==> src/rtl/mips_pkg.sv <==
// Shared definitions for the instruction-memory boot loader.
// Contents:
//   IMEM_ADDR_W  - instruction-memory word-address width (depth = 2**IMEM_ADDR_W)
//   BOOT_LEN_W   - width of the image word-count header
//   boot_state_e - loader FSM states
//   accepts_byte - true for the states that take a stream byte
package mips_pkg;

  localparam int IMEM_ADDR_W = 10;
  localparam int BOOT_LEN_W  = 16;

  typedef enum logic [2:0] {
    LEN_HI,
    LEN_LO,
    DATA,
    CSUM,
    FINISH,
    DONE,
    ERR
  } boot_state_e;

  function automatic logic accepts_byte(input boot_state_e s);
    return (s == LEN_HI) || (s == LEN_LO) || (s == DATA) || (s == CSUM);
  endfunction

endpackage

==> src/rtl/boot_word_asm.sv <==
// Assembles big-endian stream bytes into 32-bit instruction words.
// Optional feature macro: IMEM_BOOT_CHECKSUM_EN (adds the running XOR of body bytes).
// Ports:
//   clk, rst   - clock and asynchronous active-high reset
//   clear      - drop any partial word and restart the byte count / XOR
//   take       - a body byte is transferred this cycle
//   byte_in    - the body byte
//   last_byte  - the byte being taken completes a word
//   word_valid - one-cycle pulse, word holds a complete word
//   word       - last completed word (MSB first)
//   xor_acc    - running XOR of all body bytes (checksum build only)
module boot_word_asm (
  input  logic        clk,
  input  logic        rst,
  input  logic        clear,
  input  logic        take,
  input  logic [7:0]  byte_in,
  output logic        last_byte,
  output logic        word_valid,
  output logic [31:0] word
`ifdef IMEM_BOOT_CHECKSUM_EN
  ,
  output logic [7:0]  xor_acc
`endif
);

  // Only the first three bytes of a word need holding; the fourth comes
  // straight from byte_in when the word is completed.
  logic [23:0] shift;
  logic [1:0]  byte_cnt;

  assign last_byte = (byte_cnt == 2'd3);

  always_ff @(posedge clk or posedge rst) begin
    if (rst) begin
      shift      <= '0;
      byte_cnt   <= '0;
      word_valid <= 1'b0;
      word       <= '0;
    end else begin
      word_valid <= 1'b0;
      if (clear) begin
        shift    <= '0;
        byte_cnt <= '0;
      end else if (take) begin
        shift    <= {shift[15:0], byte_in};
        byte_cnt <= byte_cnt + 2'd1;
        if (last_byte) begin
          word_valid <= 1'b1;
          word       <= {shift, byte_in};
        end
      end
    end
  end

`ifdef IMEM_BOOT_CHECKSUM_EN
  always_ff @(posedge clk or posedge rst) begin
    if (rst) begin
      xor_acc <= '0;
    end else if (clear) begin
      xor_acc <= '0;
    end else if (take) begin
      xor_acc <= xor_acc ^ byte_in;
    end
  end
`endif

endmodule

==> src/rtl/imem_boot_loader.sv <==
// Boot loader: receives a program image as a byte stream, writes it into
// instruction memory word by word, and holds the mips core in reset until
// the image is loaded.
// Image: 2-byte big-endian word count N, then 4*N body bytes (big-endian words),
// then one XOR checksum byte when IMEM_BOOT_CHECKSUM_EN is defined.
// Ports:
//   clk, rst            - clock and asynchronous active-high reset
//   rx_valid/rx_data    - incoming stream byte; rx_ready - byte accepted
//   reload              - pulse; restarts loading from DONE or ERR
//   im_we/im_addr/im_wdata - instruction-memory write port
//   cpu_rst_n           - active-low core reset
//   done / err          - image loaded and core running / load failed
module imem_boot_loader
  import mips_pkg::*;
#(
  parameter int ADDR_W = IMEM_ADDR_W,
  parameter int LEN_W  = BOOT_LEN_W
) (
  input  logic              clk,
  input  logic              rst,
  input  logic              rx_valid,
  input  logic [7:0]        rx_data,
  output logic              rx_ready,
  input  logic              reload,
  output logic              im_we,
  output logic [ADDR_W-1:0] im_addr,
  output logic [31:0]       im_wdata,
  output logic              cpu_rst_n,
  output logic              done,
  output logic              err
);

  localparam logic [LEN_W:0] DEPTH = (LEN_W + 1)'(1) << ADDR_W;

`ifdef IMEM_BOOT_CHECKSUM_EN
  localparam boot_state_e BODY_END = CSUM;
  logic [7:0] xor_acc;
`else
  localparam boot_state_e BODY_END = FINISH;
`endif

  boot_state_e      state, next_state;
  logic [7:0]       len_hi;
  logic [LEN_W-1:0] len, word_idx, hdr_len;
  logic             fire, take, last_byte, core_run;

  assign fire      = rx_valid && rx_ready;
  assign take      = fire && (state == DATA);
  assign hdr_len   = LEN_W'({len_hi, rx_data});
  assign cpu_rst_n = core_run;
  assign done      = core_run;

  boot_word_asm u_asm (
    .clk        (clk),
    .rst        (rst),
    .clear      (state == LEN_HI),
    .take       (take),
    .byte_in    (rx_data),
    .last_byte  (last_byte),
    .word_valid (im_we),
    .word       (im_wdata)
`ifdef IMEM_BOOT_CHECKSUM_EN
    ,
    .xor_acc    (xor_acc)
`endif
  );

  // Next-state logic. The length check happens as the low header byte arrives,
  // so an oversized image never writes anything.
  always_comb begin
    next_state = state;
    case (state)
      LEN_HI: if (fire) next_state = LEN_LO;
      LEN_LO: begin
        if (fire) begin
          if (hdr_len == '0)                    next_state = BODY_END;
          else if ({1'b0, hdr_len} > DEPTH)     next_state = ERR;
          else                                  next_state = DATA;
        end
      end
      DATA: begin
        if (take && last_byte && (word_idx + LEN_W'(1) == len)) next_state = BODY_END;
      end
`ifdef IMEM_BOOT_CHECKSUM_EN
      CSUM: begin
        if (fire) next_state = (rx_data == xor_acc) ? FINISH : ERR;
      end
`endif
      FINISH: next_state = DONE;
      DONE:   if (reload) next_state = LEN_HI;
      ERR:    if (reload) next_state = LEN_HI;
      default: next_state = LEN_HI;
    endcase
  end

  // State register and registered outputs. The core is released one cycle
  // after entering DONE so the last write has fully retired, and drops back
  // into reset on the same edge that a reload takes effect.
  always_ff @(posedge clk or posedge rst) begin
    if (rst) begin
      state    <= LEN_HI;
      rx_ready <= 1'b0;
      err      <= 1'b0;
      core_run <= 1'b0;
      im_addr  <= '0;
      len_hi   <= '0;
      len      <= '0;
      word_idx <= '0;
    end else begin
      state    <= next_state;
      rx_ready <= accepts_byte(next_state);
      err      <= (next_state == ERR);
      core_run <= (state == DONE) && !reload;
      if (state == LEN_HI) word_idx <= '0;
      if (fire && (state == LEN_HI)) len_hi <= rx_data;
      if (fire && (state == LEN_LO)) len <= hdr_len;
      if (take && last_byte) begin
        im_addr  <= word_idx[ADDR_W-1:0];
        word_idx <= word_idx + LEN_W'(1);
      end
    end
  end

endmodule

==> config.mk <==
export PLATFORM = sky130hd
export DESIGN_NAME = imem_boot_loader
export DESIGN_NICKNAME = d
export VERILOG_FILES = /design/src/rtl/mips_pkg.sv /design/src/rtl/boot_word_asm.sv /design/src/rtl/imem_boot_loader.sv
export SDC_FILE = /design/constraint.sdc
export NUM_CORES = 1
export LEC_CHECK = 0
export BUFFER_PORTS_ARGS = -buffer_cell sky130_fd_sc_hd__buf_2
export CAP_MARGIN = 15
export CORE_ASPECT_RATIO = 1.5
export CORE_MARGIN = 3
export CORE_UTILIZATION = 60
export DETAILED_ROUTE_END_ITERATION = 12
export GPL_ROUTABILITY_DRIVEN = 0
export PLACE_DENSITY = 0.82
export SKIP_CTS_REPAIR_TIMING = 1
export SLEW_MARGIN = 20
export SYNTH_ARGS = -nofsm -noshare
export SYNTH_HDL_FRONTEND = slang
export SYNTH_SLANG_ARGS = --single-unit
==> constraint.sdc <==
create_clock -name clk -period 11.4 [get_ports clk]
set_input_delay 1.71 -clock clk [delete_from_list [all_inputs] [get_ports clk]]
set_output_delay 1.71 -clock clk [all_outputs]
set_load 0.05 [all_outputs]
# [Yosys cells after proc, flatten, opt, wreduce, memory -nomap -nowiden]
# Cells that the tools add are included.
[totals] ramBits=0 regBits=115 latch_bits=0 elab_cells=61 mem_bits_ro=0 mem_count=0
[classes] shift=0 addsub=2 mul=0 n_bitwise=1 n_lt_le_gt_ge=1 n_div=0 eq_ne=11 mux=16 reduce_logical=18
[ops] cell="$mux 24" count=2
[ops] cell="$mux 16" count=2
[ops] cell="$mux 3" count=6
[ops] cell="$add 16x1->16 const B" count=1
[ops] cell="$eq 16x16->1" count=1
[ops] cell="$gt 16x11->1 const B" count=1
[ops] cell="$logic_not 16->1" count=1
[ops] cell="$pmux 3 s5" count=1
[ops] cell="$eq 3x3->1 const B" count=4
[ops] cell="$eq 3x2->1 const B" count=3
[ops] cell="$logic_and 1x1->1" count=7
[ops] cell="$eq 3x1->1 const B" count=2
[ops] cell="$logic_not 3->1" count=2
[ops] cell="$mux 2" count=2
[ops] cell="$reduce_bool 2->1" count=2
[ops] cell="$logic_or 1x1->1" count=3
[ops] cell="$mux 1" count=3
[ops] cell="$reduce_and 3->1" count=1
[ops] cell="$add 2x1->2 const B" count=1
[ops] cell="$eq 2x2->1 const B" count=1
[ops] cell="$reduce_or 2->1" count=1
[ops] cell="$logic_not 1->1" count=1
[ops] cell="$not 1->1" count=1

# [Depth between registers and ports, before layout]
[depth] word_depth=10 mapped_depth=8 ltp_nobuf=7

# [By module]
# From an unflattened synthesis, not the netlist that was laid out.
[unflattened] hier_cells=444 area_unflattened_um2=5297.6
[modules_own_cells] module="imem_boot_loader" area_per_inst_um2=2880.3 instances=1 cells_per_inst=288
[modules_own_cells] module="boot_word_asm" area_per_inst_um2=2417.3 instances=1 cells_per_inst=156

# [Least setup slack after synthesis]
# Ideal clock, no wire load.
[synth_timing] path_type="in2reg" start="input rx_valid" end="register len[0]" arrival_time_ns=3.199 path_slack_ns=8.076 setup_time_ns=0.125 cell_stages=4 path_buffers=1 path_cell_list="nand2_1 -> nor3_1 -> clkbuf_1 -> mux2_2"
[synth_via] elab_chain_len=2
[synth_lines] element="from (decl)" line="imem_boot_loader.sv:21" source="input logic rx_valid,"
[synth_lines] element="$logic_and 1x1->1" line="imem_boot_loader.sv:47" source="assign fire = rx_valid && rx_ready;"
[synth_lines] element="$logic_and 1x1->1" line="imem_boot_loader.sv:116" source="if (fire && (state == LEN_LO)) len <= hdr_len;"
[synth_lines] element="to (signal assigned)" line="imem_boot_loader.sv:116"
[synth_lines] element="to (decl)" line="imem_boot_loader.sv:44" source="logic [LEN_W-1:0] len, word_idx, hdr_len;"
# No other way between the ends.
# A chain may end at the register's enable or synchronous reset.

# [Worst setup path after layout]
[layout_timing] start="input rx_valid" end="register word_idx[9]"
[layout_via] elab_chain_len=4 elab_cells_between_ends=5 cone_classes="mux (1); reduce/logical (4)"
[layout_lines] element="$logic_and 1x1->1 *" line="imem_boot_loader.sv:47"
[layout_lines] element="$logic_and 1x1->1 *" line="imem_boot_loader.sv:48" source="assign take = fire && (state == DATA);"
[layout_lines] element="$logic_and 1x1->1 *" line="imem_boot_loader.sv:117" source="if (take && last_byte) begin"
[layout_lines] element="$mux 16 / $reduce_bool 2->1 (equally long branches)"
[layout_lines] element="to (signal assigned)" line="imem_boot_loader.sv:119" source="word_idx <= word_idx + LEN_W'(1);"
[layout_lines] element="to (decl)" line="imem_boot_loader.sv:44"
# Mark *: on every way between the ends. The rest lies on a longest branch, timed or not.

==> results.cfg <==
[cells_and_area]
finalInstanceArea_mm2 = 0.00607
diodes = 0
finalNetCount = 610
area_growth_pct = 18.3
finalNonFillerCells = 714
fillers = 563
drive_gt1_frac = 0.207
multi_input_area_mm2 = 0.00211
regArea_mm2 = 0.00288

[setup_path]
crit_chain = buf_2 > nand4_1 > buf_4 > inv_2 > nor2_1 > o21ai_0 > o31ai_1
r2r_setup_slack_ps = 8020
r2r_end = state[1]
cp-end-kind = register
critPathMaxFanout = 61
crit_slowest_cell = nor2_1
cp.arrival_ps = 4190
critPathMaxStageDelay_ps = 840
critPathKind = primary input to register
critPathLaunchType = primary input
reg2reg_depth = 8
required_ps = 11710
regToRegStartpoint = state[2]

[cts]
cts_tree = yes
cts_root_buffer = clkbuf_16
clock_latency_ps = 410
cts.sinks = 115
cts_max_level = 4
clk_pin_slew_ps = 50
cts_buffers = 17
cts.path.max_buffers = 2

[die]
pin_count = 59
rows = 40
start_util = 0.629
die_area_mm2 = 0.00973
dieWidth_um = 81.5
core_area_mm2 = 0.00816
fp.dieH_um = 119

[drt]
vias_per_cell = 5.84
wl_per_cell_um = 17.2
firstDrtPassIters = 9
m1WireLength_um = 4640
dr_wl_met3_um = 597
vias = 4169
top_layer = met4
wl_met2_um = 6690
drt-initial-drc-count = 334
drcViolationCount = 0
antenna_left = 0
wirelength_um = 12300

[min_path]
worstHoldEndpoint = u_asm.word[30]
hold_class = register to register
hold_path_depth = 2
hp-start = u_asm.shift[22]

[yosys]
ys_top_cells_by_count = nand2_1, dfrtp_1, o21ai_0
synth-edff-count = 0
synth_top_area_share = 0.561
async_reset_ff_frac = 1.00
syn_area_per_cell_um2 = 9.42
ys_ff_latch = 115
synth-main-ff-cell = dfrtp_1
seq_area_frac_synth = 0.561
synth_area_leaders = dfrtp_1, nand2_1, mux2_2
synth_fp_nets = 559
synth.yosys.warnings = 0
syn-cell-area_mm2 = 0.00513
yosysUniqueCellTypes = 43
yosys.area.top_type = dfrtp_1
synthCells = 545
synthMostInstantiatedCell = nand2_1

[sta]
slew_violations = 0
min_period_ps = 3880
fin_tns_setup_ps = 0
tightest_slew_ps = 987
slew_headroom = 0.340
finalSetupViolCount = 0
period_share = 0.341
rsz0062_at_grt = no
hold_viol = 0
max_freq_ghz = 0.257
fin_skew_ps = 6.34

[power]
powerDensity_mw_per_mm2 = 270
p_leak_nw = 2.97
vdd_drop_max_v = 0.000173

[placed_design]
dpl.hpwl_um = 7800
dp_cells = 682
postPlaceCellArea_mm2 = 0.00547
io_buffers = 58

[global_routing]
antenna_found_initial = 0
grt_pass1_wl_um = 20200
grt_overflow = 0
groute.usage.overall = 0.273
grt_pass1_vias = 4164
grt_max_degree = 62

[job]
cap_violations = 0

[run_status]
status = finished, final reports clean
## area by class of cell
| class | instances | area share |
|---|---|---|
| clock inverters | 9 | 0.0210 |
| multi-input cells | 393 | 0.347 |
| clock buffers | 23 | 0.0787 |
| well taps | 105 | 0.0216 |
| inverters | 6 | 0.00412 |
| repair buffers | 63 | 0.0540 |
| flip-flops and latches | 115 | 0.474 |
## logic make-up after synthesis
logic type	Yosys count	synth area share
flip-flops	115	0.561
AND/OR/NAND/NOR	267	0.223
AO/OA/AOI/OAI	76	0.0873
XOR/XNOR	25	0.0427
buffers and inverters	37	0.0312
multiplexers	23	0.0505
adder cells (fa/ha/maj)	2	0.00487
## how the worst max path moves through the flow
stage | cells past startpoint | slack, ps | start | end
after floorplan | 1 | 6650 | rst | cpu_rst_n
after global placement | 7 | 7310 | rx_valid | word_idx[13]
after detailed placement | 7 | 7190 | rx_valid | word_idx[13]
after CTS | 7 | 7560 | rx_valid | word_idx[13]
after global routing | 7 | 7290 | rx_valid | word_idx[13]
final | 7 | 7520 | rx_valid | word_idx[9]
## worst max-delay path: cells and delay by family
| kind | cells | cell delay [ps] |
|---|---|---|
| AO/OA/AOI/OAI | 2 | 340 |
| buffers and inverters | 3 | 1180 |
| AND/OR/NAND/NOR | 2 | 920 |
## metal layers
metal | global-route usage | vias up
met5 | 0 | -
met4 | 0.124 | 0
met3 | 0.0681 | 27
met2 | 0.473 | 150
met1 | 0.308 | 2078
li1 | - | 1914
## cells in the final DEF (no fill, tap or decap), drive strengths merged, types with 2 or more instances in the layout
master / n
and3: 2
inv: 6
a21oi: 29
a31oi: 5
clkinv: 3
nor2: 23
and2: 4
nor4: 6
clkinvlp: 3
ha: 2
nor3b: 5
nand2: 194
nand3: 7
or3: 4
bufinv: 3
nor3: 5
o21ai: 30
dfrtp: 115
mux2: 23
clkbuf: 23
nand4: 10
o31ai: 4
buf: 63
nand3b: 2
xnor2: 18
xor2: 7
## flip-flops by register name (all words and copies together), names as in the netlist
signal and count:
len 16, err 1, u_asm.word 32, len_hi 8, rx_ready 1, u_asm.byte_cnt 2, cpu_rst_n 1, word_idx 16
u_asm.shift 24, u_asm.word_valid 1, state 3, im_addr 10
## stage by stage
stage / total power [mW] / setup slack [ps] / utilization / hold slack, ps
after detailed placement: 1.10 / 7190 / 0.670 / 454
after global routing: 1.71 / 7290 / 0.744 / 489
final: 1.64 / 7520 / 0.744 / 465
after global placement: 1.08 / 7310 / 0.670 / 450
after CTS: 1.64 / 7560 / 0.744 / 466
after floorplan: 0.971 / 6650 / - / 439
## power by group
part	switching, mW	total, mW	internal, mW
sequential	0.0881	0.603	0.515
combinational	0.347	0.500	0.152
clock	0.178	0.538	0.359
total	0.614	1.64	1.03
Note: power is estimated with default switching activity, not from simulation.
